[src/rtl/encoder_emitter_if.sv]
// Command handshake bundle for encoder_emitter: the master issues a detent
// count and direction, the slave (the emitter) reports when it can accept one.
interface encoder_emitter_if #(
    parameter int COUNT_W = 8
) ();
    logic               cmd_valid;
    logic               cmd_ready;
    logic               cmd_dir;
    logic [COUNT_W-1:0] cmd_count;

    modport master (
        output cmd_valid,
        output cmd_dir,
        output cmd_count,
        input  cmd_ready
    );

    modport slave (
        input  cmd_valid,
        input  cmd_dir,
        input  cmd_count,
        output cmd_ready
    );
endinterface

[src/rtl/encoder_emitter.sv]
// encoder_emitter: emits a commanded number of quadrature detents on enc_a/enc_b
// and tracks the signed net position. Define ENCODER_EMITTER_BOUNCE_EN for contact bounce.
module encoder_emitter #(
    parameter int PHASE_CYCLES = 16,
    parameter int COUNT_W      = 8
) (
    input  logic               clk,
    input  logic               reset,
    encoder_emitter_if.slave   cmd,
    output logic               enc_a,
    output logic               enc_b,
    output logic               busy,
    output logic               done,
    output logic [COUNT_W-1:0] pos
);
    localparam logic [0:0]         ST_IDLE      = 1'b0;
    localparam logic [0:0]         ST_RUN       = 1'b1;
    localparam logic [15:0]        TIMER_RELOAD = 16'(PHASE_CYCLES - 1);
    localparam logic [COUNT_W-1:0] CNT_ONE      = COUNT_W'(1);

    logic [0:0]         state;
    logic [15:0]        timer;
    logic [1:0]         phase;
    logic               dir_q;
    logic [COUNT_W-1:0] remaining;

    logic               step;
    logic [1:0]         phase_next;
    logic               detent_end;
    logic [1:0]         next_ab;

    // Phase index 0..3 maps onto the forward Gray sequence 00,10,11,01.
    function automatic logic [1:0] ab_of(input logic [1:0] p);
        case (p)
            2'd0:    ab_of = 2'b00;
            2'd1:    ab_of = 2'b10;
            2'd2:    ab_of = 2'b11;
            default: ab_of = 2'b01;
        endcase
    endfunction

    assign cmd.cmd_ready = (state == ST_IDLE);

    always_comb begin
        step       = (state == ST_RUN) && (timer == 16'd0);
        phase_next = dir_q ? (phase + 2'd1) : (phase - 2'd1);
        detent_end = step && (phase_next == 2'd0);
        next_ab    = ab_of(phase_next);
    end

    always_ff @(posedge clk) begin
        if (reset) begin
            state     <= ST_IDLE;
            timer     <= '0;
            phase     <= '0;
            dir_q     <= 1'b0;
            remaining <= '0;
            busy      <= 1'b0;
            done      <= 1'b0;
            pos       <= '0;
        end else begin
            done <= 1'b0;
            case (state)
                ST_IDLE: begin
                    if (cmd.cmd_valid) begin
                        dir_q     <= cmd.cmd_dir;
                        remaining <= cmd.cmd_count;
                        if (cmd.cmd_count == '0) begin
                            done <= 1'b1;
                        end else begin
                            state <= ST_RUN;
                            busy  <= 1'b1;
                            timer <= TIMER_RELOAD;
                        end
                    end
                end
                default: begin
                    if (step) begin
                        timer <= TIMER_RELOAD;
                        phase <= phase_next;
                        // Remaining counts down per detent, so a full-scale count never overflows.
                        if (detent_end) begin
                            pos       <= dir_q ? (pos + CNT_ONE) : (pos - CNT_ONE);
                            remaining <= remaining - CNT_ONE;
                            if (remaining == CNT_ONE) begin
                                state <= ST_IDLE;
                                busy  <= 1'b0;
                                done  <= 1'b1;
                            end
                        end
                    end else begin
                        timer <= timer - 16'd1;
                    end
                end
            endcase
        end
    end

`ifdef ENCODER_EMITTER_BOUNCE_EN
    logic [1:0] bounce_stage;
    logic [1:0] settled_ab;
    logic [1:0] bounce_mask;

    // The changing channel reads new, old, new on t, t+1, t+2; PHASE_CYCLES >= 4 keeps bounces apart.
    always_ff @(posedge clk) begin
        if (reset) begin
            {enc_a, enc_b} <= 2'b00;
            bounce_stage   <= 2'd0;
            settled_ab     <= 2'b00;
            bounce_mask    <= 2'b00;
        end else if (step) begin
            {enc_a, enc_b} <= next_ab;
            settled_ab     <= next_ab;
            bounce_mask    <= next_ab ^ ab_of(phase);
            bounce_stage   <= 2'd1;
        end else if (bounce_stage == 2'd1) begin
            {enc_a, enc_b} <= settled_ab ^ bounce_mask;
            bounce_stage   <= 2'd2;
        end else if (bounce_stage == 2'd2) begin
            {enc_a, enc_b} <= settled_ab;
            bounce_stage   <= 2'd0;
        end
    end
`else
    always_ff @(posedge clk) begin
        if (reset) begin
            {enc_a, enc_b} <= 2'b00;
        end else if (step) begin
            {enc_a, enc_b} <= next_ab;
        end
    end
`endif
endmodule

[src/flat_wrapper.sv]
// flat-port wrapper written by rule: the top's interface ports become plain ports
module encoder_emitter_flat 
#(
    parameter int PHASE_CYCLES = 16,
    parameter int COUNT_W      = 8
)
  (clk, reset, enc_a, enc_b, busy, done, pos, cmd_cmd_valid, cmd_cmd_dir, cmd_cmd_count, cmd_cmd_ready);
  encoder_emitter_if #(.COUNT_W(COUNT_W)) cmd_i ();
  input  logic clk;
  input  logic reset;
  output logic enc_a;
  output logic enc_b;
  output logic busy;
  output logic done;
  output logic [COUNT_W-1:0] pos;
  input wire logic [$bits(cmd_i.cmd_valid)-1:0] cmd_cmd_valid;
  input wire logic [$bits(cmd_i.cmd_dir)-1:0] cmd_cmd_dir;
  input wire logic [$bits(cmd_i.cmd_count)-1:0] cmd_cmd_count;
  output wire logic [$bits(cmd_i.cmd_ready)-1:0] cmd_cmd_ready;
  assign cmd_i.cmd_valid = cmd_cmd_valid;
  assign cmd_i.cmd_dir = cmd_cmd_dir;
  assign cmd_i.cmd_count = cmd_cmd_count;
  assign cmd_cmd_ready = cmd_i.cmd_ready;
  encoder_emitter #(.PHASE_CYCLES(PHASE_CYCLES), .COUNT_W(COUNT_W)) u_core (.clk(clk), .reset(reset), .cmd(cmd_i), .enc_a(enc_a), .enc_b(enc_b), .busy(busy), .done(done), .pos(pos));
endmodule
[config.mk]
export PLATFORM = sky130hd
export DESIGN_NAME = encoder_emitter_flat
export DESIGN_NICKNAME = d
export VERILOG_FILES = /design/src/rtl/encoder_emitter_if.sv /design/src/rtl/encoder_emitter.sv /design/src/flat_wrapper.sv
export SDC_FILE = /design/constraint.sdc
export NUM_CORES = 1
export LEC_CHECK = 0
export CAP_MARGIN = 5
export CORE_ASPECT_RATIO = 1.2
export CORE_UTILIZATION = 51
export DETAILED_ROUTE_END_ITERATION = 12
export PLACE_DENSITY_LB_ADDON = 0.08
export RECOVER_POWER = 50
export SLEW_MARGIN = 20
export SYNTH_ARGS = -nofsm -noshare
export SYNTH_HDL_FRONTEND = slang
export SYNTH_SLANG_ARGS = --single-unit
[constraint.sdc]
create_clock -name clk -period 2.3 [get_ports clk]
set_clock_uncertainty 0.1 [all_clocks]
set_input_delay 0.46 -clock clk [delete_from_list [all_inputs] [get_ports clk]]
set_output_delay 0.46 -clock clk [all_outputs]
set_load 0.1 [all_outputs]
==> metrics.txt, run 1 <==
Synth Instances=287; Yosys reg bits=39; final hold vios=0; Clk pwr share=30.2%; CTS sink count=39; WP data arrival=2.34 ns; setup ws final=roughly 0.073 ns; CTS buffer count=5; CTS tree=yes; Die Span Y=77.0 um; Final GP Congestion=around 0.84; CP Capture Type=flip-flop; synth-to-layout area growth=19.8%; initial antenna violation count=0; Req. time, crit path=2.41 ns; maximum root-to-sink buffer count=2; DRC=0; Multi-input gate area=1540 sq um; min-delay worst type=flip-flop to flip-flop; largest net degree at the start of global routing=44; largest family of logic cells by synthesized area=simple AND/OR/NAND/NOR gates; Starting Density=between 50% and 60%; Tightest Pin Transition=0.657 ns; Post-synth ARST share=0%; Post-Syn Area=~2400 sq um; Root Buffer=clkbuf_8; most frequent cell after synthesis=dfxtp_1; Netlist cell types=61; crit-path cells=or4_4 > or4b_4 > o21ai_4 > nor3_2 > nor4_2; Post-Synth Adder-Cell Area=6.59%; dominant cells by area after synthesis=dfxtp_1, ha_1, a21oi_1; NetSw=about 560 uW; Iteration-0 DRC Markers=around 130; number of port buffers=24; clk slew on worst S/H paths=0.08 ns; post-synthesis compound-gate area fraction=between 20 and 25%; Largest stage delay, worst path=~0.57 ns; register area share after synthesis=32.7%; Routed Wire Length=roughly 5600 um; ant diodes=0; Seq pwr share=43.5%; WHS=around 0.36 ns; first-pass GRT wire length=9350 um; layout cell share with drive strength beyond 1=~20%; post-route ant nets=0; HPWL Detailed=roughly 4000 um; Storage cell area=791 sq um; Crit Path Max Fanout=8; ratio of routed vias to standard cells=5.96; Sw Ratio=approximately 32%; Top delay family on crit path=simple AND/OR/NAND/NOR gates; # IOs=25; fmax=approximately 0.45 GHz; H-tree depth=2; Filler cells=between 400 and 500; Synth Area in Simple Gates=between 30% and 40%; Internal Pwr Total=roughly 1.2 mW; # setup viols final=0; crit path buf inv count=0; Site Rows=26; Tcrit/Tclk final=96.8%; area of the core=approximately 4400 sq um; P per Cell Area=~600 nW/um^2; CP max-delay cell=or4_4; area share of the leading cell type in the synthesized netlist=approximately a third; slew margin rel.=roughly 56%; GR Util All Layers=24.0%; Mean Syn Cell Area=around 8.3 sq um; 1st-pass router iterations=4; final count of pins violating max slew=0; RSZ-0062 raised after global routing=yes; outcome=finished, final reports clean; post-CTS setup buffers=0; syn nets=between 300 and 400; Die Width=64.5 um; Ys Warns=0; post-layout min period=2.23 ns; pre-CTS setup slack=approximately 0.030 ns; Synth Flop Type=dfxtp_1; number of flops mapped to enable cells by yosys=0; VDD IR max=about 0.42 mV; crit path launch type=flip-flop; mux share of post-synthesis cell area=under 10%; total gr overflow=0; # nets final=~350; Setup CP Type=flip-flop to flip-flop; full die area=between 4000 and 5000 sq um; Max Cap Viol=0; Comb pwr share=between 20% and 30%; synth cell count leaders=dfxtp_1, a21oi_1, nand2_1, nor2_1, o21ai_0; via count=roughly 2300; area share of xor/xnor cells in the synthesized design=under 10%; number of global-route vias before repair=around 2100; leak pwr=between 1 and 1.5 nW; dominant cell type by area after synthesis=dfxtp_1; Clk Latency, worst-skew pair=roughly 0.30 ns; Routed WL per cell=between 10 and 15 um
## worst register-to-register path: stages, from the launching register on
cell and delay [ns]:
dfxtp_1 0.37, or4_4 0.58, or4b_4 0.55, o21ai_4 0.24, nor3_2 0.07, nor4_2 0.24
## power groups by stage
stage          Clock, mW  Combinational, mW  Sequential [mW]
3_5_place_dp           0              0.461            0.770
3_3_place_gp           0              0.454            0.769
5_1_grt            0.570              0.501            0.762
4_1_cts            0.537              0.463            0.754
2_1_floorplan          0              0.297            0.790
6_report           0.525              0.457            0.755
## registers in the layout, indices dropped and copies added (netlist names)
name              flops
u_core.timer         16
u_core.pos            8
u_core.remaining      8
u_core.busy           1
u_core.dir_q          1
u_core.done           1
u_core.enc_a          1
u_core.enc_b          1
u_core.phase          1
u_core.state          1
## layer usage
layer / GRT usage, % / wire length (um) / share of wire (%) / vias up
li1: - / - / - / 1150
met5: 0 / 0 / 0 / -
met1: 29.0 / 2520 / 45 / 1068
met3: 4.46 / 178 / 3.2 / 9
met4: 9.78 / 98 / 1.8 / 0
met2: 40.9 / 2780 / 50 / 45
## repair_timing
| item | 4_1_cts | 5_1_grt |
|---|---|---|
| setup endpoints to repair | 0 | 7 |
| resized for setup | 0 | 4 |
| hold buffers | 0 | 0 |
## final timing paths
| path | startpoint | end | slack (ns) | cells after the start |
|---|---|---|---|---|
| worst max-delay path | u_core.timer[7]$_SDFFE_PP0P_ | u_core.timer[2]$_SDFFE_PP0P_ | 0.07 | 5 |
| worst min-delay path | u_core.pos[4]$_SDFFE_PP0P_ | u_core.pos[4]$_SDFFE_PP0P_ | 0.36 | 2 |
| worst min register to register | u_core.pos[4]$_SDFFE_PP0P_ | u_core.pos[4]$_SDFFE_PP0P_ | 0.36 | 2 |
| worst max register to register | u_core.timer[7]$_SDFFE_PP0P_ | u_core.timer[2]$_SDFFE_PP0P_ | 0.07 | 5 |
## through the flow
step                      instances   TNS [ns]  cell area, sq um  total power, mW  util [%]
after detailed placement        373          0              2800             1.23      63.7
after floorplan                 287    -0.0382              2400             1.09         -
final                           381          0              2860             1.74      65.2
after global placement          373          0              2800             1.22      63.7
after CTS                       381          0              2900             1.75      66.0
after global routing            381  -0.000183              2860             1.83      65.2
## layout make-up
class,instances,area share [%]
Clock buffer,7,3.36
Clock inverter,1,0.262
Inverter,9,1.18
Multi-Input combinational cell,226,53.7
Sequential cell,39,27.6
Tap cell,56,2.45
Timing Repair Buffer,43,11.4
## cell families after synthesis
logic type      Yosys count
flops                    39
fa+ha+maj                12
xor+xnor                  6
mux                       5
compound gates           82
buf+inv                  22
simple gates            121
## layout by cell type, fill, tap and decap left out, types with 4 or more instances in the layout
master,instances
a21oi_1,27
a31oi_1,7
buf_4,17
clkbuf_2,12
clkbuf_8,7
clkdlybuf4s50_1,10
dfxtp_1,31
dfxtp_2,8
ha_1,11
inv_1,8
nand2_1,26
nand3_1,9
nand3b_1,10
nand4b_1,6
nor2_1,22
nor3_1,8
nor4_1,6
o21a_1,4
o21ai_0,12
or4_1,7
xnor2_1,4
Note: power is estimated with default switching activity, not from simulation.
==> inputs of run 2 (changes only) <==
- SLEW_MARGIN: 20 -> not set
==> results of run 2 <==
The final DEF is identical to that of run 1; final timing and power are the same.
==> inputs of run 3 (changes only) <==
- PLACE_DENSITY: not set -> 0.75
- PLACE_DENSITY_LB_ADDON: 0.08 -> not set
==> metrics.txt, run 3 (same netlist as run 1, synthesis figures left out) <==
post-CTS setup buffers=0; post-route cell area=~2800 sq um; Setup CP Type=flip-flop to flip-flop; P per Cell Area=roughly 600 nW/um^2; post-route insts no fill=380; crit-path cells=or4_4 > or4b_4 > o21ai_4 > nor3_2 > nor4_2; ratio of routed vias to standard cells=roughly 6.0; commonest non-fill, non-tap cell in the layout=dfxtp_1; Largest stage delay, worst path=about 0.58 ns; CTS buffer count=5; Tightest Pin Transition=around 0.62 ns; Final GP Congestion=around 0.86; WHS=0.369 ns; Inst Count DP=around 370; Starting Density=a little over half; CP max-delay cell=or4_4; slew margin rel.=roughly three fifths; Site Rows=26; # setup viols final=0; full die area=slightly below 5000 sq um; total power=1.67 mW; ant diodes=0; post-route ant nets=0; 1st-pass router iterations=4; number of global-route vias before repair=~2100; fmax=around 0.46 GHz; clk slew on worst S/H paths=approximately 0.08 ns; final hold vios=0; CP startpoint=u_core.timer[6]$_SDFFE_PP0P_; Die Span Y=slightly below 80 um; first-pass GRT wire length=slightly below 10000 um; crit path launch type=flip-flop; HP Start=u_core.pos[4]$_SDFFE_PP0P_; Crit Path Max Fanout=8; via count=between 2000 and 2500; HPWL Detailed=slightly below 4000 um; Routed Wire Length=about 5600 um; GR Util All Layers=between 20% and 30%; DRC=0; leak pwr=1.11 nW; VDD IR max=around 0.37 mV; FF-to-FF Start=u_core.timer[6]$_SDFFE_PP0P_; # IOs=25; CTS sink count=39; Root Buffer=clkbuf_8; total gr overflow=0; final count of pins violating max slew=0; Largest register FFs=16; Filler cells=around 400; Die Width=about 65 um; H-tree depth=2; Tcrit/Tclk final=between 90 and 100%; Max Cap Viol=0; CTS hold repair buffers=0; Largest regs=u_core.timer x16, u_core.pos x8, u_core.remaining x8; Placed Instance Area=around 2800 sq um; layout cell share with drive strength beyond 1=roughly 19%; Clk Latency, worst-skew pair=just under 0.3 ns; outcome=finished, final reports clean; maximum root-to-sink buffer count=2; commonest cells after routing, fill and taps aside=dfxtp_1, a21oi_1, nand2_1; number of port buffers=24; largest net degree at the start of global routing=48; area of the core=around 4400 sq um; min-delay worst type=flip-flop to flip-flop; # nets final=347; setup_tns=0 ns; Req. time, crit path=between 2 and 2.5 ns; CTS tree=yes; Routed WL per cell=between 10 and 15 um; CP Capture Type=flip-flop; Most flops, register=u_core.timer; WP data arrival=~2.3 ns; RSZ-0062 raised after global routing=yes; synth-to-layout area growth=18.6%; initial antenna violation count=0; Iteration-0 DRC Markers=around 130; post-layout min period=between 2 and 2.5 ns
==> run 3: changes by cell type in the layout (fill, tap and decap cells not counted), sizes merged <==
cell	previous run	this run
buf	19	18
clkdlybuf4s50	10	9
clkinv	0	1
clkinvlp	1	0
dlygate4sd3	1	2
==> run 3: through the flow <==
stage | setup slack (ns) | utilization [%]
2_1_floorplan | -0.0382 | -
3_3_place_gp | 0.0467 | 63.5
3_5_place_dp | -0.0160 | 63.5
4_1_cts | 0.0683 | 65.4
5_1_grt | -0.00875 | 64.6
6_report | 0.109 | 64.6
==> run 3: timing repair <==
action	in CTS	in global routing
resized for setup	0	3
hold endpoints to repair	0	0
setup endpoints to repair	0	8
==> run 3: area by class of cell <==
class	instances	area, sq um	share of cell area (%)
tap	56	70.1	2.47
inverter	9	33.8	1.19
timing repair buffer	42	325	11.5
clock inverter	1	5.00	0.177
clock buffer	7	76.3	2.69
sequential	39	792	27.9
multi-input combinational	226	1530	54.1
==> run 3: final timing paths <==
| check | end | slack [ns] | cells after the start |
|---|---|---|---|
| worst min-delay path | u_core.pos[4]$_SDFFE_PP0P_ | 0.37 | 2 |
| worst max-delay path | u_core.timer[2]$_SDFFE_PP0P_ | 0.11 | 5 |
| worst max register to register | u_core.timer[2]$_SDFFE_PP0P_ | 0.11 | 5 |
| worst min register to register | u_core.pos[4]$_SDFFE_PP0P_ | 0.37 | 2 |
==> run 3: worst max-delay path: cells and delay by family, from the launching register on <==
| family | cells | cell delay (ns) |
|---|---|---|
| and+or+nand+nor | 4 | 1.44 |
| DFF | 1 | 0.31 |
| AOI/OAI and AO/OA | 1 | 0.26 |
==> run 3: metal layers <==
| metal | up-vias | wire length (um) | GRT usage (%) |
|---|---|---|---|
| li1 | 1149 | - | - |
| met1 | 1069 | 2660 | 33.2 |
| met2 | 59 | 2680 | 41.4 |
| met3 | 6 | 223 | 4.17 |
| met4 | 0 | 52 | 6.44 |
| met5 | - | 0 | 0 |
==> run 3: where the power goes <==
group          total, mW  internal, mW  switching (mW)
Clock              0.455         0.213           0.242
Sequential         0.752         0.712          0.0398
Combinational      0.461         0.188           0.273
Total               1.67          1.11           0.554
